## src/rtl/detect_count_display.sv

```systemverilog
// Counts rising edges of the sequence detector's output in a 4-digit BCD counter
// and scans the count onto a common-anode, active-low 4-digit seven-segment display.
module detect_count_display #(
    parameter int REFRESH_DIV = 100000
) (
    input  logic        clk,
    input  logic        rst,
    input  logic        det_in,
    input  logic        clr,
    output logic [15:0] count_bcd,
    output logic        ovf,
    output logic [3:0]  an,
    output logic [6:0]  seg
);

    localparam int RW = (REFRESH_DIV > 1) ? $clog2(REFRESH_DIV) : 1;
    localparam logic [RW-1:0] REFRESH_LAST = RW'(REFRESH_DIV - 1);

    logic          det_q;
    logic          inc;
    logic [15:0]   count_nxt;
    logic          wrap;
    logic [RW-1:0] refresh_cnt;
    logic [1:0]    dig_sel;
    logic [3:0]    nibble;

    assign inc = det_in & ~det_q;

    // Ripple carry through all four digits within one cycle; wrap means every digit was 9.
    always_comb begin
        logic carry;
        count_nxt = count_bcd;
        carry     = 1'b1;
        for (int i = 0; i < 4; i++) begin
            if (carry) begin
                if (count_bcd[4*i +: 4] >= 4'd9) begin
                    count_nxt[4*i +: 4] = 4'd0;
                end else begin
                    count_nxt[4*i +: 4] = count_bcd[4*i +: 4] + 4'd1;
                    carry               = 1'b0;
                end
            end
        end
        wrap = carry;
    end

    // det_q resets high so a level already asserted at reset release is not counted.
    always_ff @(posedge clk or posedge rst) begin
        if (rst) begin
            det_q     <= 1'b1;
            count_bcd <= 16'h0000;
            ovf       <= 1'b0;
        end else begin
            det_q <= det_in;
            if (clr) begin
                count_bcd <= 16'h0000;
                ovf       <= 1'b0;
            end else if (inc) begin
                count_bcd <= count_nxt;
                if (wrap) begin
                    ovf <= 1'b1;
                end
            end
        end
    end

    always_ff @(posedge clk or posedge rst) begin
        if (rst) begin
            refresh_cnt <= '0;
            dig_sel     <= 2'd0;
        end else if (refresh_cnt == REFRESH_LAST) begin
            refresh_cnt <= '0;
            dig_sel     <= dig_sel + 2'd1;
        end else begin
            refresh_cnt <= refresh_cnt + RW'(1);
        end
    end

    always_comb begin
        case (dig_sel)
            2'd0:    nibble = count_bcd[3:0];
            2'd1:    nibble = count_bcd[7:4];
            2'd2:    nibble = count_bcd[11:8];
            default: nibble = count_bcd[15:12];
        endcase
    end

    always_comb begin
        an = ~(4'b0001 << dig_sel);
    end

    always_comb begin
        case (nibble)
            4'd0:    seg = 7'b1000000;
            4'd1:    seg = 7'b1111001;
            4'd2:    seg = 7'b0100100;
            4'd3:    seg = 7'b0110000;
            4'd4:    seg = 7'b0011001;
            4'd5:    seg = 7'b0010010;
            4'd6:    seg = 7'b0000010;
            4'd7:    seg = 7'b1111000;
            4'd8:    seg = 7'b0000000;
            4'd9:    seg = 7'b0010000;
            default: seg = 7'b1111111;
        endcase
    end

endmodule

```

## config.mk

```make
export PLATFORM = sky130hd
export DESIGN_NAME = detect_count_display
export DESIGN_NICKNAME = d
export VERILOG_FILES = /design/src/rtl/detect_count_display.sv
export SDC_FILE = /design/constraint.sdc
export NUM_CORES = 1
export LEC_CHECK = 0
export CAP_MARGIN = 30
export CORE_MARGIN = 5
export CORE_UTILIZATION = 35
export CTS_CLUSTER_DIAMETER = 120
export DETAILED_ROUTE_END_ITERATION = 7
export GPL_TIMING_DRIVEN = 0
export SLEW_MARGIN = 20
export SYNTH_ARGS = -nofsm -noshare
export SYNTH_HDL_FRONTEND = slang
export SYNTH_SLANG_ARGS = --single-unit
```

## constraint.sdc

```tcl
create_clock -name clk -period 5.45 [get_ports clk]
set_input_delay 1.09 -clock clk [delete_from_list [all_inputs] [get_ports clk]]
set_output_delay 1.09 -clock clk [all_outputs]
set_load 0.02 [all_outputs]
```

==> metrics.yaml <==
finish:
  syn_to_final_growth_pct: 23.80
  fin_util_pct: 44.37
  antenna_cells: 0
  drive_gt1_share_pct: 6.475
  nNetsFinal: 302
  final_cells: 355
global_route:
  grt_pass1_vias: 1850
  antenna_found_initial: 0
  grt_pass1_wl_um: 8963
  grt_use_total_pct: 13.17
  grt_max_degree: 28
  grt_remaining_overflow: 0
sta:
  tightest_slew_ns: 0.5026
  maxSlewViolCount: 0
  finalSetupViolCount: 0
  rsz0062_at_grt: "false"
  max_freq_mhz: 243.9
  finalHoldViolations: 0
  relSlewSlack_pct: 65.53
  period_share_pct: 75.24
  timing.final.ws_setup_ns: 1.349
  post-route-min-period_ns: 4.101
  clock_skew_ns: 0.004758
  final.setup.tns_ns: 0
hold_path:
  hold_path.class: "reg2reg"
  worstHoldStart: "refresh_cnt[0]"
clock_network:
  clk_pin_slew_ns: 0.08
  holdBufCountCts: 0
  cts_tree: "done"
  clk_path_buf_depth: 2
  post_cts_resized: 0
  cts_root_buf: "clkbuf_8"
  cts_buffers: 5
  post-cts-setup-buffers: 0
  clk_latency_ns: 0.29
  cts_sinks: 37
  ctsHtreeMaxLevel: 2
die:
  rows: 29
  die_w_um: 90.64
  io_pins: 32
  die_area_um2: 8216
  initial_core_util_pct: 35.84
  fp.dieH_um: 90.64
  core_um2: 6350
pwr:
  finalPower_uw: 559.8
  p_leak_uw: 0.001221
  p_per_area_nw_per_um2: 198.7
  ir_drop_mv: 0.1352
synthesis:
  async_flop_share_pct: 100.0
  synth_cells: 238
  yosys.area.top_type: "dfrtp_1"
  avgSynthCellArea_um2: 9.563
  synth_top_area_share_pct: 39.58
  ys.flop_type: "dfrtp_1"
  synth_most_common_cell: "dfrtp_1"
  yosys_register_bits: 37
  synth_seq_area_share_pct: 40.74
  synth_edf_count: 0
  syn_area_um2: 2276
  yosysUniqueCellTypes: 42
  yosys_warnings: 0
  synthTopCellsByArea: "dfrtp_1, ha_1, a21oi_1, nand3_1, inv_1"
  synth.top_cells.by_count: "dfrtp_1, ha_1, inv_1"
  synth.net_count: 263
place:
  portBuffers: 31
  preCtsSetupSlack_ns: 1.691
  hpwlAfterDp_um: 3818
  dp_cells: 347
  gp_congestion: 0.8508
worst_setup_path:
  cp-startpoint: "dig_sel[0]"
  r2r-start: "count_bcd[1]"
  crit_type: "reg2out"
  arrival_ns: 3.01
  cp-start-kind: "flop"
  crit_path_max_fanout: 6
  crit_required_ns: 4.36
  endpoint_kind: "primary output"
drt:
  ant_nets: 0
  vias: 1879
  drt_iter0_drc: 69
  routed_wl_um: 5215
  dr.pass1.iters: 4
  wire_per_inst_um: 14.69
  drc: 0
  viasPerCell: 5.293
run:
  cap_violations: 0
run_status:
  status: "completed"
report_power, final:
| part | switching, uW | internal, uW |
|---|---|---|
| clock | 108 | 137 |
| sequential | 1.68 | 276 |
| combinational | 22.0 | 15.0 |
critical path, cell delays in order, from the launching register on:
cell and delay [ns]:
dfrtp_1 0.42, inv_1 0.10, ha_1 0.28, a222oi_1 0.43, mux2i_1 0.28, inv_1 0.14
ha_1 0.19, a21oi_1 0.05, o21ai_0 0.18, clkdlybuf4s50_1 0.63
cell type report:
cell class	count	area, um2
clock buffers	5	68.82
plain buffers	7	35.03
fillers	622	3532
clock inverters	3	46.29
repair buffers	32	330.3
flip-flops and latches	37	927.1
inverters	20	75.07
well taps	77	96.34
multi-input cells	174	1239
sequential cells by signal (all words and copies together) (netlist names):
name and flops:
ovf 1, dig_sel 2, refresh_cnt 17, det_q 1, count_bcd 16
final timing paths:
| path | cells after the start | to | slack (ns) |
|---|---|---|---|
| max in group asynchronous | 3 | det_q | 3.92 |
| setup reg to reg | 7 | count_bcd[13] | 3.28 |
| min in group asynchronous | 2 | refresh_cnt[3] | 1.03 |
| hold / removal | 1 | refresh_cnt[0] | 0.49 |
| setup / recovery | 9 | seg[1] | 1.35 |
| hold reg to reg | 1 | refresh_cnt[0] | 0.49 |
stage by stage:
stage               cell area (um2)  hold WS (ns)
floorplan                      2276        0.4440
global placement               2683        0.4721
CTS                            2818        0.4926
finish                         2818        0.4879
global route                   2818        0.5170
detailed placement             2703        0.4770
placed cells by master (no fill, tap or decap), drive strengths merged, types with 5 or more instances in the layout:
cell,n
a21oi,18
nand4,10
mux2i,7
dfrtp,36
nor2,16
nand3,15
nor3,5
inv,19
xor2,8
clkbuf,10
clkdlybuf4s50,31
nand2,13
and4,5
xnor2,7
o21ai,8
ha,21
kinds of logic after synthesis:
logic type                 after synthesis  synth area share (%)
and+or+nand+nor                         86                 20.84
AOI/OAI and AO/OA                       42                 11.71
DFF                                     37                 40.74
buffers and inverters                   27                 4.838
adders and majority gates               21                 11.54
xor gates and xnor gates                15                 5.773
muxes                                   10                 4.563
metal layers:
metal / vias up / wire (um) / global-route usage [%]
met5: - / 0 / 0
met4: 0 / 65 / 4.467
met3: 6 / 249 / 2.583
met2: 46 / 2392 / 21.07
met1: 901 / 2507 / 17.69
li1: 926 / - / -
(Power assumes the default switching activity.)
